## src/rtl/score_ctrl.sv

```systemverilog
// Scoreboard sequencing controller: parses the PS/2 scan-code stream, suppresses
// typematic repeat, and owns the saturating HOME/GUEST scores and the run flag.
//
// state      | meaning
// -----------+--------------------------------------------------------------
// ST_MAKE    | idle; next non-prefix byte is a make code
// ST_BRK     | F0 seen; next byte is a key release, never decoded
// ST_EXT     | E0 seen; next byte is an extended make (ignored) or F0
// ST_EXT_BRK | E0 F0 seen; next byte is an extended release (ignored)
module score_ctrl #(
    parameter int          SCORE_W   = 8,
    parameter int          SCORE_MAX = 199,
    parameter logic [7:0]  BRK_CODE  = 8'hF0,
    parameter logic [7:0]  EXT_CODE  = 8'hE0
) (
    input  logic               clk,
    input  logic               rst,
    input  logic               code_valid,
    input  logic [7:0]         code,
    input  logic               enable,
    input  logic               clr,
    output logic               running,
    output logic [SCORE_W-1:0] home_score,
    output logic [SCORE_W-1:0] guest_score,
    output logic               upd
);

    typedef enum logic [1:0] {
        ST_MAKE,
        ST_BRK,
        ST_EXT,
        ST_EXT_BRK
    } state_t;

    localparam logic [SCORE_W:0] MAX_W = (SCORE_W + 1)'(SCORE_MAX);

    state_t             state;
    logic [7:0]         last_make;
    logic               is_make;
    logic               act;
    logic [1:0]         home_inc, home_dec, guest_inc, guest_dec;
    logic               toggle;
    logic [SCORE_W-1:0] home_nxt, guest_nxt;

    // Saturating update at SCORE_W+1 bits so the add cannot wrap before the clamp.
    function automatic logic [SCORE_W-1:0] sat_step(input logic [SCORE_W-1:0] cur,
                                                    input logic [1:0] inc,
                                                    input logic [1:0] dec);
        logic [SCORE_W:0] w;
        logic [SCORE_W:0] i;
        logic [SCORE_W:0] d;
        w = {1'b0, cur};
        i = {{(SCORE_W-1){1'b0}}, inc};
        d = {{(SCORE_W-1){1'b0}}, dec};
        if (i != '0) begin
            w = w + i;
            if (w > MAX_W) w = MAX_W;
        end else if (d != '0) begin
            if (w < d) w = '0;
            else       w = w - d;
        end
        return w[SCORE_W-1:0];
    endfunction

    always_comb begin
        is_make   = code_valid && (state == ST_MAKE) && (code != BRK_CODE) &&
                    (code != EXT_CODE) && (code != last_make);
        act       = is_make && enable;
        home_inc  = 2'd0;
        home_dec  = 2'd0;
        guest_inc = 2'd0;
        guest_dec = 2'd0;
        toggle    = 1'b0;
        if (act) begin
            case (code)
                8'h1C: home_inc  = 2'd1;
                8'h1B: home_inc  = 2'd2;
                8'h23: home_inc  = 2'd3;
                8'h3B: guest_inc = 2'd1;
                8'h42: guest_inc = 2'd2;
                8'h4B: guest_inc = 2'd3;
                8'h22: home_dec  = 2'd1;
                8'h21: home_dec  = 2'd2;
                8'h2A: home_dec  = 2'd3;
                8'h32: guest_dec = 2'd1;
                8'h31: guest_dec = 2'd2;
                8'h3A: guest_dec = 2'd3;
                8'h29: toggle    = 1'b1;
                default: ;
            endcase
        end
        home_nxt  = clr ? '0 : sat_step(home_score, home_inc, home_dec);
        guest_nxt = clr ? '0 : sat_step(guest_score, guest_inc, guest_dec);
    end

    always_ff @(posedge clk) begin
        if (rst) begin
            state       <= ST_MAKE;
            last_make   <= 8'h00;
            running     <= 1'b0;
            home_score  <= '0;
            guest_score <= '0;
            upd         <= 1'b0;
        end else begin
            if (code_valid) begin
                case (state)
                    ST_MAKE: begin
                        if (code == BRK_CODE)      state <= ST_BRK;
                        else if (code == EXT_CODE) state <= ST_EXT;
                        else if (is_make)          last_make <= code;
                    end
                    ST_BRK: begin
                        state <= ST_MAKE;
                        if (code == last_make) last_make <= 8'h00;
                    end
                    ST_EXT:     state <= (code == BRK_CODE) ? ST_EXT_BRK : ST_MAKE;
                    ST_EXT_BRK: state <= ST_MAKE;
                    default:    state <= ST_MAKE;
                endcase
            end
            home_score  <= home_nxt;
            guest_score <= guest_nxt;
            upd         <= (home_nxt != home_score) || (guest_nxt != guest_score);
            if (!enable)     running <= 1'b0;
            else if (toggle) running <= ~running;
        end
    end

endmodule

```

## config.mk

```make
export PLATFORM = sky130hd
export DESIGN_NAME = score_ctrl
export DESIGN_NICKNAME = d
export VERILOG_FILES = /design/src/rtl/score_ctrl.sv
export SDC_FILE = /design/constraint.sdc
export NUM_CORES = 1
export LEC_CHECK = 0
export ABC_AREA = 1
export CORE_ASPECT_RATIO = 1.5
export CORE_MARGIN = 1.5
export CORE_UTILIZATION = 41
export DETAILED_ROUTE_END_ITERATION = 16
export GPL_ROUTABILITY_DRIVEN = 0
export HOLD_SLACK_MARGIN = 0.08
export SLEW_MARGIN = 30
export SYNTH_ARGS = -nofsm -noshare
export SYNTH_HDL_FRONTEND = slang
export SYNTH_SLANG_ARGS = --single-unit
```

## constraint.sdc

```tcl
create_clock -name clk -period 3.5 [get_ports clk]
set_clock_uncertainty 0.15 [all_clocks]
set_input_delay 0.35 -clock clk [delete_from_list [all_inputs] [get_ports clk]]
set_output_delay 0.35 -clock clk [all_outputs]
set_load 0.05 [all_outputs]
```

; Word level (Yosys, flattened, before mapping)
; Cells that the tools add are included.
[word_totals]
ff_bits = 28
[op_classes]
add_sub_neg = 4
magnitude_cmp = 4
n_eq_ne = 29
mux = 29
bitwise_logic = 2
n_reduce_logical = 16
[ops]
columns = operator, count
row1 = 2-to-1 mux 8 bit, 14
row2 = "equality test 8 x 6 -> 1 bit, second input constant", 9
row3 = one-hot mux 2 bit (3 select lines), 5
row4 = inequality test 8 bit, 3
row5 = adder 8 x 2 -> 9 bit, 2
row6 = "> comparator 9 x 8 -> 1 bit, second input constant", 2
row7 = "equality test 8 x 5 -> 1 bit, second input constant", 2
row8 = "equality test 8 x 7 -> 1 bit, second input constant", 2
row9 = "equality test 8 bit, second input constant", 2
row10 = < comparator 8 x 2 -> 1 bit, 2
row11 = "inequality test 8 bit, second input constant", 2
row12 = one-hot mux 8 bit (2 select lines), 1
row13 = subtractor 8 x 2 -> 8 bit, 2
row14 = 2-to-1 mux 2 bit, 7
row15 = nonzero test 2 bit, 5
row16 = equality test 8 bit, 1
row17 = "inequality test 2 bit, second input constant", 4
row18 = AND reduction 6 bit, 1
row19 = logical AND 1 bit, 5
row20 = "equality test 2 bit, second input constant", 2
row21 = OR reduction 2 bit, 2
row22 = "inequality test 3 x 1 -> 1 bit, second input constant", 1
row23 = "equality test 2 x 1 -> 1 bit, second input constant", 1
row24 = zero test 2 bit, 1
row25 = other kinds (4), 6

; Logic depth before layout (Yosys ltp)
; Gate-level depths: netlist of the first run.
[depth]
word_depth = 14
ltp_mapped = 32

; Worst setup path after synthesis of the first run
; Ideal clock, no wire load.
[synth_timing]
path_type = input-to-reg
startpoint = in code[2]
endpoint = reg upd
t_arrival_ns = 3.156
required_ns = 3.222
path_slack_ns = 0.066
path_stages = 29
path_buffers = 1
cell_sequence = buf_6 inv_1 nand2_2 nor2_1 inv_1 a21oi_1 nand4_1 inv_1 ha_1 inv_1 fa_1 inv_1 nand2_1 nor2_1 a21oi_1 nor2_1 nand3_1 nand3_1 nor2_1 nor2_1 nand2_1 nand2_1 nand2_1 inv_1 nand2_1 nor2_1 nand2_1 nor2_1 nor2_1
[synth_via]
elab_chain_cells = 13
word_cells_on_any_way = 52
classes_between = add/sub: 4 / order compare: 4 / eq/ne: 17 / mux: 18 / reduce/logical: 9
[synth_lines]
columns = element, line_no
row1 = "start, declared", 19  ; input logic [7:0] code,
row2 = inequality test 8 bit, 66  ; is_make = code_valid && (state == ST_MAKE) && (code != BRK_CODE) &&
row3 = logical AND 1 bit (2 in series), 66
row4 = logical AND 1 bit, 67  ; (code != EXT_CODE) && (code != last_make);
row5 = logical AND 1 bit, 68  ; act = is_make && enable;
row6 = 2-to-1 mux 2 bit, 74  ; if (act) begin
row7 = "adder 8 x 2 -> 9 bit, or another cell as far along", 56  ; w = w + i;
row8 = > comparator 9 x 8 -> 1 bit or 2-to-1 mux 8 bit (tied branches), "57, 59"
row9 = 2-to-1 mux 8 bit (on tied branches), "57, 58"
row10 = 2-to-1 mux 8 bit, 55  ; if (i != '0) begin
row11 = 2-to-1 mux 8 bit (on tied branches), "92, 93"
row12 = inequality test 8 bit, 123  ; upd <= (home_nxt != home_score) || (guest_nxt != guest_score);
row13 = logical OR 1 bit (*), 123
row14 = "end signal, assigned", 123
row15 = "end, declared", 25  ; output logic upd
; Mark *: on every way between the ends. The rest lies on a longest branch, timed or not.
; A chain may end at the register's enable or synchronous reset.

; Final worst setup path of the first run
[layout_timing]
startpoint = reg state[1]
endpoint = reg upd
[layout_via]
elab_chain_cells = 14
word_cells_on_any_way = 35
classes_between = add/sub: 4 / order compare: 4 / eq/ne: 2 / mux: 14 / reduce/logical: 11
[layout_lines]
columns = element, line_no
row1 = "start, declared", 37  ; state_t state;
row2 = "start signal, assigned", 116  ; ST_EXT: state <= (code == BRK_CODE) ? ST_EXT_BRK : ST_MAKE;
row3 = zero test 2 bit (*), 66
row4 = logical AND 1 bit (*) (3 in series), 66
row5 = logical AND 1 bit (*), 67
row6 = logical AND 1 bit (*), 68
row7 = 2-to-1 mux 2 bit, 74
row8 = "adder 8 x 2 -> 9 bit, or another cell as far along", 56
row9 = > comparator 9 x 8 -> 1 bit or 2-to-1 mux 8 bit (tied branches), "57, 59"
row10 = 2-to-1 mux 8 bit (on tied branches), "57, 58"
row11 = 2-to-1 mux 8 bit, 55
row12 = 2-to-1 mux 8 bit (on tied branches), "92, 93"
row13 = inequality test 8 bit, 123
row14 = logical OR 1 bit (*), 123
; Marks and branches as above.

==> impl_metrics.tcl, run 1 <==
set metrics [dict create \
    cts_tree "done" \
    p_total_w 0.000827 \
    drt-vias-per-instance 5.07 \
    cts.clk_slew.worst_paths_ns 0.12 \
    n_antenna_cell 0 \
    cpMostUsedCell "nand2_1" \
    setup_viol 1 \
    grt_start_max_net_pins 19 \
    fin_nets 714 \
    firstDrtPassIters 7 \
    wl_met1_um 4000 \
    met3WireLength_um 329 \
    drv_cap 0 \
    violations "setup timing" \
    root_buffer "clkbuf_8" \
    syn_area_um2 3130 \
    hold_class "input port to flip-flop" \
    overflow 0 \
    wl_um 10200 \
    slew_viol_final 0 \
    reg2reg_from "state[1]" \
    path_delay_family "simple AND/OR/NAND/NOR gates" \
    yosysSeqAreaShare_pct 17.9 \
    die_y_um 110 \
    status "finished with violations" \
    grt_use_total_pct 26.1 \
    fin_setup_tns_ns -0.0209 \
    yosysWarnings 0 \
    first_global_vias 3793 \
    p_switching_w 0.000247 \
    tightestPinTransition_ns 0.695 \
    cts.sinks 28 \
    slew_headroom_pct 53.5 \
    coreArea_um2 7320 \
    period_share_pct 101 \
    worst_setup_path_end_kind "flip-flop" \
    antenna_found_initial 0 \
    cp-start-kind "flip-flop" \
    r2r_setup_slack_ns -0.02 \
    hold_end "last_make[5]" \
    hold_depth 3 \
    powerDensity_nw_per_um2 183 \
    num_vias 3993 \
    leakage_nw 2.32 \
    cp.required_ns 3.55 \
    cp_max_fo 3 \
    rows 38 \
    worst_slack_ns -0.0209 \
    grt_pass1_wl_um 16700 \
    dr.max_layer_used "met4" \
    layout-drive-gt1-share_pct 28.5 \
    dpl.hpwl_um 7840 \
    postRouteAntennaNets 0 \
    start_util_pct 42.8 \
    pin_count 31 \
    syn2layout_area_growth_pct 44.4 \
    pwr-share-seq_pct 41.0 \
    synth-seq-cells 28 \
    r2r-end "upd" \
    clock_path_buffers 2 \
    swShare_pct 29.8 \
    worstSkewPairLatency_ns 0.30 \
    max_stage_delay_ns 0.42 \
    crit_arrival_ns 3.57 \
    htreeDepth 1 \
    cts-buffers-inserted 3 \
    finalHoldViolations 0 \
    period_needed_ns 3.52 \
    wl_met2_um 5440 \
    worst_hold_startpoint "code[5]" \
    die_w_um 74.4 \
    synthCells 567 \
    syn_nets 592 \
    syn-mean-instance-area_um2 5.53 \
    p_int_w 0.000580 \
    drc_errors 0 \
    ys_types 33 \
    ctsHoldBuffers 0 \
    path_class "flip-flop to flip-flop" \
    port_buffers 30 \
    reg2reg_depth 30 \
    slowest_stage "fa_2" \
    vdd_drop_max_mv 0.218 \
    crit_buf_inv 8 \
    fin_util_pct 61.8 \
    p_clk_share_pct 33.6 \
    wl_per_cell_um 12.9 \
    timing.fmax_mhz 284 \
    rsz0062_at_grt "yes" \
    dieArea_um2 8190 \
    drt-initial-drc-count 200 \
    combPwrFrac_pct 25.3 \
]
cells in the mapped netlist (all sizes together):
cell	number	area (µm²)
xnor2	3	26.3
o21bai	1	18.8
ha	8	100
fa	4	80.1
a211oi	5	37.5
o31ai	1	7.51
buf	9	63.8
clkinv	1	3.75
nor3	8	40.0
inv	78	293
nand3b	3	22.5
o211ai	1	7.51
nand3	79	395
nand4	21	174
xor2	4	35.0
or2	2	12.5
a21oi	26	134
nor2	75	294
clkbuf	6	22.5
dfxtp	28	561
nand2	196	753
o21ai	8	51.3
worst register-to-register path: cells and delay by family, from the launching register on:
family	cells	cell delay (ns)
flops	1	0.33
buf+inv	8	0.66
fa+ha+maj	2	0.60
simple gates	18	1.43
compound gates	2	0.25
placed cells by master, fill, tap and decap left out, types with 3 or more instances in the layout:
cell type and n:
a211oi_1 5, a21oi_1 19, a21oi_2 7, buf_4 96
buf_6 5, clkbuf_2 6, clkbuf_8 3, clkdlybuf4s50_1 22
dfxtp_1 23, dfxtp_2 5, ha_1 6, inv_1 64
inv_2 13, nand2_1 179, nand2_2 15, nand3_1 68
nand3_2 9, nand3b_1 3, nand4_1 17, nor2_1 60
nor2_2 9, nor2_4 6, nor3_1 6, o21ai_0 5
xnor2_1 3, xor2_1 4
metal layers:
layer / vias to the layer above / track usage [%]
met1: 1818 / 28.2
met3: 27 / 2.64
met4: 0 / 12.1
met2: 95 / 49.5
met5: - / 0
li1: 2053 / -
sequential cells by signal, indices dropped and copies added (netlist names):
signal	cells
home_score	8
guest_score	8
last_make	8
running	1
state	2
upd	1
final cells by class:
type	instances	area, µm²
Inverter	79	299
Clock buffer	3	41.3
Multi-Input combinational cell	445	2400
Clock inverter	1	30.0
Sequential cell	28	567
Fill cell	745	2800
Tap cell	100	125
Timing Repair Buffer	132	1060
power groups by stage:
stage | Combinational [W] | Clock (W) | Sequential [W]
finish | 0.000210 | 0.000278 | 0.000339
global route | 0.000233 | 0.000296 | 0.000341
detailed placement | 0.000190 | 0 | 0.000345
global placement | 0.000188 | 0 | 0.000344
floorplan | 0.000107 | 0 | 0.000348
CTS | 0.000190 | 0.000290 | 0.000338
metrics by stage:
stage | instances | setup slack (ns) | cell area, µm² | hold WS [ns]
2_1_floorplan | 567 | 0.0659 | 3130 | 0.301
3_3_place_gp | 770 | -0.865 | 4130 | 0.318
3_5_place_dp | 770 | -0.895 | 4130 | 0.327
4_1_cts | 777 | 0.00802 | 4300 | 0.345
5_1_grt | 788 | -0.279 | 4520 | 0.270
6_report | 788 | -0.0209 | 4520 | 0.263
worst max path at each step:
stage / slack (ns) / startpoint / cells after the start / endpoint
2_1_floorplan: 0.07 / code[2] / 29 / upd
3_3_place_gp: -0.86 / code[2] / 28 / upd
3_5_place_dp: -0.89 / code[2] / 28 / upd
4_1_cts: 0.008 / code_valid / 27 / upd
5_1_grt: -0.28 / state[1] / 30 / upd
6_report: -0.02 / state[1] / 30 / upd
logic make-up after synthesis:
group,synth area share (%)
simple gates,54.0
fa+ha+maj,5.75
buf+inv,12.2
compound gates,8.19
flops,17.9
xor+xnor,1.96
what timing repair did:
action	CTS	global route
buffers inserted	3	11
gates resized for setup	35	67
pin swaps	7	32
setup endpoints to repair	11	2
(Power assumes the default switching activity.)
==> run 2, diff against run 1 <==
ABC_CLOCK_PERIOD_IN_PS = 3500   (was unset)
SLEW_MARGIN = unset   (was 30)
==> results of run 2 <==
The final DEF is identical to that of run 1; final timing and power are the same.
==> run 3, diff against run 2 <==
CORE_MARGIN = 2   (was 1.5)
==> run 3 against run 2 <==
Effect of this change:
- the flow still finishes with violations (setup timing)
- sequential cell count is the same
- cell count down 0.76%
- global-route usage is 1.8 points lower
- via count fell by 2.1%
- utilization fell by 2.7 points
- clock power grew 31%
- sequential power hardly changed
- sequential share of layout area up 0.19 points
- critical endpoint unchanged
- highest routed layer unchanged
==> impl_metrics.tcl, run 3 (synthesis results as in run 1) <==
set metrics [dict create \
    period_needed_ns 3.57 \
    vdd_drop_max_mv 0.186 \
    worstSkewPairLatency_ns 0.28 \
    slew_viol_final 0 \
    p_total_w 0.000902 \
    path_class "flip-flop to flip-flop" \
    n_antenna_cell 0 \
    violations "setup timing" \
    clock_path_buffers 2 \
    layout-drive-gt1-share_pct 26.8 \
    grt_use_total_pct 24.4 \
    dp_slack_ns -0.873 \
    drv_cap 0 \
    rsz0062_at_grt "yes" \
    finalHoldViolations 0 \
    cts.clk_slew.worst_paths_ns 0.08 \
    slowest_stage "fa_2" \
    combPwrFrac_pct 22.1 \
    worst_setup_path_end_kind "flip-flop" \
    postRouteAntennaNets 0 \
    drt-vias-per-instance 5.00 \
    crit_arrival_ns 3.60 \
    top_usage_layer "met2" \
    num_vias 3909 \
    overflow 0 \
    slew_headroom_pct 54.1 \
    nFillCells 793 \
    p_clk_share_pct 40.3 \
    cts-buffers-inserted 3 \
    antenna_found_initial 0 \
    dpl.hpwl_um 7650 \
    pin_count 31 \
    firstDrtPassIters 4 \
    wl_per_cell_um 12.8 \
    period_share_pct 102 \
    r2r_setup_slack_ns -0.07 \
    start_util_pct 41.7 \
    use_met3_pct 2.18 \
    fin_nets 706 \
    grt_use_met1_pct 27.2 \
    grt_start_max_net_pins 19 \
    wl_um 10000 \
    leakage_nw 2.28 \
    worst_slack_ns -0.0707 \
    final_cell_mix "181 x nand2_1, 90 x buf_4, 73 x nand3_1" \
    die_w_um 75.4 \
    drc_errors 0 \
    cp-start-kind "flip-flop" \
    coreArea_um2 7510 \
    cts_tree "done" \
    die_y_um 111 \
    status "finished with violations" \
    syn2layout_area_growth_pct 41.6 \
    final_common_cell "nand2_1" \
    cp_max_fo 3 \
    cp.required_ns 3.53 \
    cpMostUsedCell "nand2_1" \
    top_regs "guest_score x8, home_score x8, last_make x8" \
    htreeDepth 1 \
    timing.fmax_mhz 280 \
    grt_pass1_wl_um 16200 \
    cts.sinks 28 \
    pwr-share-seq_pct 37.6 \
    rows 39 \
    hold_class "input port to flip-flop" \
    port_buffers 30 \
    p_switching_w 0.000255 \
    setup_viol 2 \
    tightestPinTransition_ns 0.686 \
    grt_use_met2_pct 44.5 \
    max_stage_delay_ns 0.39 \
    p_int_w 0.000647 \
    root_buffer "clkbuf_16" \
    dieArea_um2 8370 \
    drt-initial-drc-count 150 \
    swShare_pct 28.3 \
    first_global_vias 3675 \
    powerDensity_nw_per_um2 203 \
]
run 3: area by class of cell:
cell class / count / area (µm²) / area share (%)
Tap cell: 102 / 128 / 2.88
Sequential cell: 28 / 564 / 12.7
Clock buffer: 3 / 75.1 / 1.69
Multi-Input combinational cell: 445 / 2350 / 53.0
Clock inverter: 1 / 30.0 / 0.677
Inverter: 79 / 297 / 6.68
Timing Repair Buffer: 124 / 993 / 22.4
run 3: layer usage:
metal	part of all wire [%]	wire length (µm)
met5	0	0
met1	40	3980
met4	3.4	338
met2	53	5370
met3	3.5	350
run 3: power by group through the flow:
stage          logic [W]  registers [W]  clock network [W]
5_1_grt         0.000221       0.000340           0.000384
3_5_place_dp    0.000185       0.000345                  0
6_report        0.000199       0.000339           0.000364
2_1_floorplan   0.000107       0.000348                  0
4_1_cts         0.000193       0.000337           0.000369
3_3_place_gp    0.000182       0.000345                  0
run 3: per-stage QoR:
| stage | hold slack (ns) | util (%) | std cells | cell area, µm² | setup TNS (ns) |
|---|---|---|---|---|---|
| 3_3_place_gp | 0.315 | 54.1 | 763 | 4070 | -5.57 |
| 5_1_grt | 0.261 | 59.0 | 782 | 4440 | -0.674 |
| 2_1_floorplan | 0.301 | - | 567 | 3130 | 0 |
| 6_report | 0.238 | 59.0 | 782 | 4440 | -0.0939 |
| 3_5_place_dp | 0.324 | 54.1 | 763 | 4070 | -6.45 |
| 4_1_cts | 0.335 | 57.7 | 775 | 4330 | 0 |
run 3: what timing repair did:
item	4_1_cts	5_1_grt
setup buffers	8	7
hold buffers	0	0
gates resized for setup	50	43
pin swaps	13	33
endpoints found under the setup margin	13	5
run 3: worst paths after layout:
path / from / end / cells after the start
setup reg to reg: state[1] / upd / 28
hold / removal: code[7] / last_make[7] / 3
hold reg to reg: last_make[7] / last_make[7] / 2
setup / recovery: state[1] / upd / 28
run 3: worst max-delay path: cells and delay by family (launching register included):
kind | cells | cell delay (ns)
adders and majority gates | 2 | 0.57
DFF | 1 | 0.32
and+or+nand+nor | 18 | 1.71
AOI/OAI and AO/OA | 3 | 0.31
buffers and inverters | 5 | 0.41
==> variant 1: new RTL, flow settings as in run 1 <==
Make the reset (`rst`) asynchronous in one clocked block.
--- a/src/rtl/score_ctrl.sv
+++ b/src/rtl/score_ctrl.sv
@@ -93,7 +93,7 @@
         guest_nxt = clr ? '0 : sat_step(guest_score, guest_inc, guest_dec);
     end
 
-    always_ff @(posedge clk) begin
+    always_ff @(posedge clk or posedge rst) begin
         if (rst) begin
             state       <= ST_MAKE;
             last_make   <= 8'h00;
Check against the original RTL: differs if rst is asserted again (counterexample within 4 cycles, from zero or initial values and one cycle with rst high); with rst held inactive, the same outputs for 4 cycles.
==> variant 1 against run 1 <==
Routed wire length is 0.60% higher; synthesized area is 5.4% higher; fmax is 2.1% higher; worst setup slack better by 0.073 ns; sequential share of layout area is 1.9 points higher; sequential cell count stayed put; synthesized cell count is 0.53% higher; critical path type unchanged; largest cell class unchanged; cell area is 7.5% higher.
Power is not compared: it rests on default switching activity, and its combinational part moved more than twofold at a synthesized area within 25%.
==> variant 1: results (changes against run 1) <==
Status: complete, no violations
Fillers: 723 (-3.0%)
GRT Overall Usage: 23.4% (-2.7 points)
FF-to-FF End: upd
Ranking of synthesized cells by area: nand2_1 (23%), dfrtp_1 (21%), nand3_1 (13%), inv_1 (11%), nor2_1 (6.5%)
Vias in the first global route: 3612 (-4.8%)
Critical Path AT: 3.46 ns (-0.11 ns)
GR Util met3: 1.37% (-1.3 points)
Ys flop type: dfrtp_1
First-pass GRT wire length: 16400 µm (-1.8%)
CTS clk-pin slew, worst paths: 0.07 ns (-0.05 ns)
DR WL/cell: 12.8 µm (-1.2%)
Share of cells above drive strength 1: 31.0% (+2.5 points)
Seq/Total Area, Yosys: 21.2% (+3.3 points)
Fin Setup TNS: 0 ns (+0.0209 ns)
Routed vias: 3963 (-0.75%)
Rel. slew slack: 65.8% (+12 points)
Root Driver: clkbuf_16
Final instance area: 0.00486 mm² (+7.5%)
Met1 Track Usage GR: 27.4% (-0.81 points)
Post-synthesis compound-gate area fraction: 6.14% (-2.0 points)
Most common library cells after synthesis: nand2_1 (205), inv_1 (93), nand3_1 (86)
Post-synthesis xor/xnor area fraction: 1.06% (-0.90 points)
Distinct cells, synth: 35 (+6.1%)
Finished Layout Cells: 802 (+1.8%)
Largest net degree at the start of global routing: 29 (+10)
Clock latency on the worst-skew pair: 0.27 ns (-0.03 ns)
Hold Path Sink: last_make[5]
First-pass DRT Iterations: 5 (-2)
R2R Path Start: state[0]
Pre-CTS WS: -0.732 ns (+0.162 ns)
Peak Freq: 0.290 GHz (+2.1%)
FF-to-FF setup slack: 0.05 ns (+0.07 ns)
Layout Nets: 726 (+1.7%)
Hold slack: 0.279 ns (+0.0162 ns)
Crit-path slowest cell: dfrtp_1
Synth Area in Adders: 5.46% (-0.29 points)
Placed Instance Area: 0.00431 mm² (+4.3%)
Post-Syn Instances: 570 (+0.53%)
Initial DRC Count: 186 (-7.0%)
variant 1: cell families (layout without fill, tap and decap cells):
logic type	count (synthesis)	in the layout
AND/OR/NAND/NOR	386	386
buffers and inverters	108	238
AO/OA/AOI/OAI	32	32
flip-flops	28	28
adder cells (fa/ha/maj)	12	12
XOR/XNOR	4	4
variant 1: area by class of cell:
cell class	instances	area share [%]
Multi-Input combinational cell	434	50.7
Timing Repair Buffer	136	22.5
Sequential cell	28	14.4
Inverter	98	7.62
Tap cell	102	2.62
Clock buffer	3	1.54
Clock inverter	1	0.618
variant 1: routing by layer:
| layer | part of all wire [%] | routed length [µm] |
|---|---|---|
| met1 | 42 | 4240 |
| met3 | 3.4 | 350 |
| met5 | 0 | 0 |
| met2 | 52 | 5270 |
| met4 | 3.5 | 361 |
variant 1: timing repair:
action | in CTS | in global routing
setup buffers | 9 | 11
gates cloned | 0 | 0
gates resized for setup | 43 | 69
hold buffers | 0 | 0
setup endpoints to repair | 9 | 5
pin swaps | 17 | 39
==> variant 2: new RTL, flow settings as in run 1 <==
Without the edit above. Change the parameter `SCORE_W` from 8 to 6.
--- a/src/rtl/score_ctrl.sv
+++ b/src/rtl/score_ctrl.sv
@@ -8,7 +8,7 @@
 // ST_EXT     | E0 seen; next byte is an extended make (ignored) or F0
 // ST_EXT_BRK | E0 F0 seen; next byte is an extended release (ignored)
 module score_ctrl #(
-    parameter int          SCORE_W   = 8,
+    parameter int          SCORE_W   = 6,
     parameter int          SCORE_MAX = 199,
     parameter logic [7:0]  BRK_CODE  = 8'hF0,
     parameter logic [7:0]  EXT_CODE  = 8'hE0
Interface: changed (resized guest_score and home_score); port bits go from 31 to 27. The function was not compared with the original's and may differ.
==> variant 2 against run 1 <==
Sequential cell count shrank 4; cell area shrank 24%; worst setup slack gained 0.19 ns; critical path depth shrank 6; die area shrank 23%; synthesized area shrank 23%; count of clock-buffer cells in the layout is the same; worst hold slack gained 0.0067 ns; sequential share of layout area grew 1.6 points; routed wire length shrank 28%; power shrank 20%; combinational power shrank 9.5%.
==> variant 2: results (changes against run 1) <==
Yosys warns: 0 (unchanged)
Root Driver: clkbuf_8
Top Registers: last_make (8), guest_score (6), home_score (6)
Largest net degree at the start of global routing: 25 (+6)
Critical path class: reg2reg
Worst Tran Pin Value: 0.560 ns (-0.135 ns)
Max VDD drop: 0.168 mV (-23%)
Net Sw Power: 0.000216 W (-12%)
Share of cells above drive strength 1: 27.8% (-0.68 points)
Worst Path Max Fanout: 4 (+1)
Most common library cells after synthesis: nand2_1 (127), inv_1 (56), nor2_1 (55)
Cts bufs inserted: 3 (unchanged)
Sequential cell power: 0.000300 W (-12%)
Layout Nets: 534 (-25%)
Synthesized Nets: 437 (-26%)
Crit-path slowest cell: fa_2
Critical Path AT: 3.34 ns (-0.23 ns)
Clock Power Share: 26.0% (-7.6 points)
H-tree levels: 1 (unchanged)
DR WL/cell: 12.7 µm (-1.4%)
Ys flop type: dfxtp_1
Ranking of synthesized cells by area: dfxtp_1 (20%), nand2_1 (20%), nand3_1 (9.0%), inv_1 (8.8%), nor2_1 (8.6%)
Switching Share: 32.6% (+2.8 points)
R2R Path Start: state[0]
CTS clk-pin slew, worst paths: 0.09 ns (-0.03 ns)
Initial antenna violation count: 0 (unchanged)
Distinct cells, synth: 31 (-6.1%)
Routed vias: 2948 (-26%)
# port buffers: 26 (-13%)
LEAKAGE: 1.80 nW (-23%)
R2R depth: 24 (-20%)
Final Hold Vio Count: 0 (unchanged)
FF-to-FF End: upd
GRT Overall Usage: 23.4% (-2.7 points)
Post-DP HPWL: 5510 µm (-30%)
Initial DRC Count: 108 (-46%)
ANT cells: 0 (unchanged)
Vias in the first global route: 2768 (-27%)
First-pass DRT Iterations: 4 (-3)
Clock latency on the worst-skew pair: 0.27 ns (-0.03 ns)
First-pass GRT wire length: 12000 µm (-28%)
CTS Buffer Depth: 2 (unchanged)
Seq/Total Area, Yosys: 20.0% (+2.1 points)
FF-to-FF setup slack: 0.17 ns (+0.19 ns)
Status: complete, no violations
Largest stage delay on the critical path: 0.36 ns (-0.06 ns)
Hold Path Class: in2reg
Post-synth ARST share: 0% (unchanged)
[variant 2: changes by cell type after synthesis, sizes merged, moves of 2 or more]
cell | before | now
or2 | 2 | 0
nand4 | 21 | 9
nand3 | 79 | 47
dfxtp | 28 | 24
nand3b | 3 | 0
o21ai | 8 | 10
inv | 78 | 61
nor2 | 75 | 57
a211oi | 5 | 7
nand2 | 196 | 132
buf | 9 | 1
clkbuf | 6 | 4
xor2 | 4 | 8
[variant 2: metal layers]
| layer | share of wire (%) | global-route usage [%] | wire length [µm] | vias to the layer above |
|---|---|---|---|---|
| met5 | 0 | 0 | 0 | - |
| li1 | - | - | - | 1507 |
| met3 | 3.2 | 2.44 | 234 | 22 |
| met4 | 3.5 | 9.13 | 257 | 0 |
| met2 | 53 | 42.5 | 3880 | 59 |
| met1 | 40 | 27.2 | 2960 | 1360 |
[variant 2: worst min path at each step]
stage                       startpoint           end  slack [ns]  depth (start not counted)
after floorplan                    rst  last_make[0]        0.28                          1
after global placement    last_make[0]  last_make[0]        0.31                          2
after detailed placement  last_make[2]  last_make[2]        0.32                          2
after CTS                      running       running        0.33                          1
after global routing           code[0]  last_make[0]        0.27                          3
final                          code[0]  last_make[0]        0.27                          3
[variant 2: critical path: cells and delay by family (launching register included)]
| kind | cells | cell delay [ns] |
|---|---|---|
| AND/OR/NAND/NOR | 14 | 1.37 |
| flip-flops | 1 | 0.35 |
| AO/OA/AOI/OAI | 1 | 0.21 |
| buffers and inverters | 6 | 0.56 |
| XOR/XNOR | 1 | 0.06 |
| adder cells (fa/ha/maj) | 2 | 0.50 |
[variant 2: what timing repair did]
item / in CTS / in global routing
cloned: 0 / 0
setup endpoints to repair: 5 / 5
buffers inserted: 7 / 9
pin swaps: 16 / 18
gates resized for setup: 22 / 43
[variant 2: logic make-up (layout without fill, tap and decap cells)]
| family | count (synthesis) | in the layout | synth area share (%) |
|---|---|---|---|
| XOR/XNOR | 11 | 11 | 4.02 |
| flip-flops | 24 | 24 | 20.0 |
| buffers and inverters | 66 | 161 | 10.4 |
| AND/OR/NAND/NOR | 253 | 253 | 46.6 |
| AO/OA/AOI/OAI | 46 | 46 | 11.5 |
| adder cells (fa/ha/maj) | 12 | 12 | 7.51 |
[variant 2: through the flow]
step           std cells  worst slack (ns)  area [µm²]
3_3_place_gp         559            -0.628        3150
3_5_place_dp         559            -0.661        3150
2_1_floorplan        412             0.311        2400
6_report             577             0.166        3430
5_1_grt              577           -0.0575        3430
4_1_cts              569            0.0153        3300
[variant 2: final cells by class]
class	instances	area, µm²
Fill cell	556	2140
Multi-Input combinational cell	322	1800
Timing Repair Buffer	97	785
Sequential cell	24	483
Inverter	61	229
Tap cell	70	87.6
Clock buffer	3	41.3
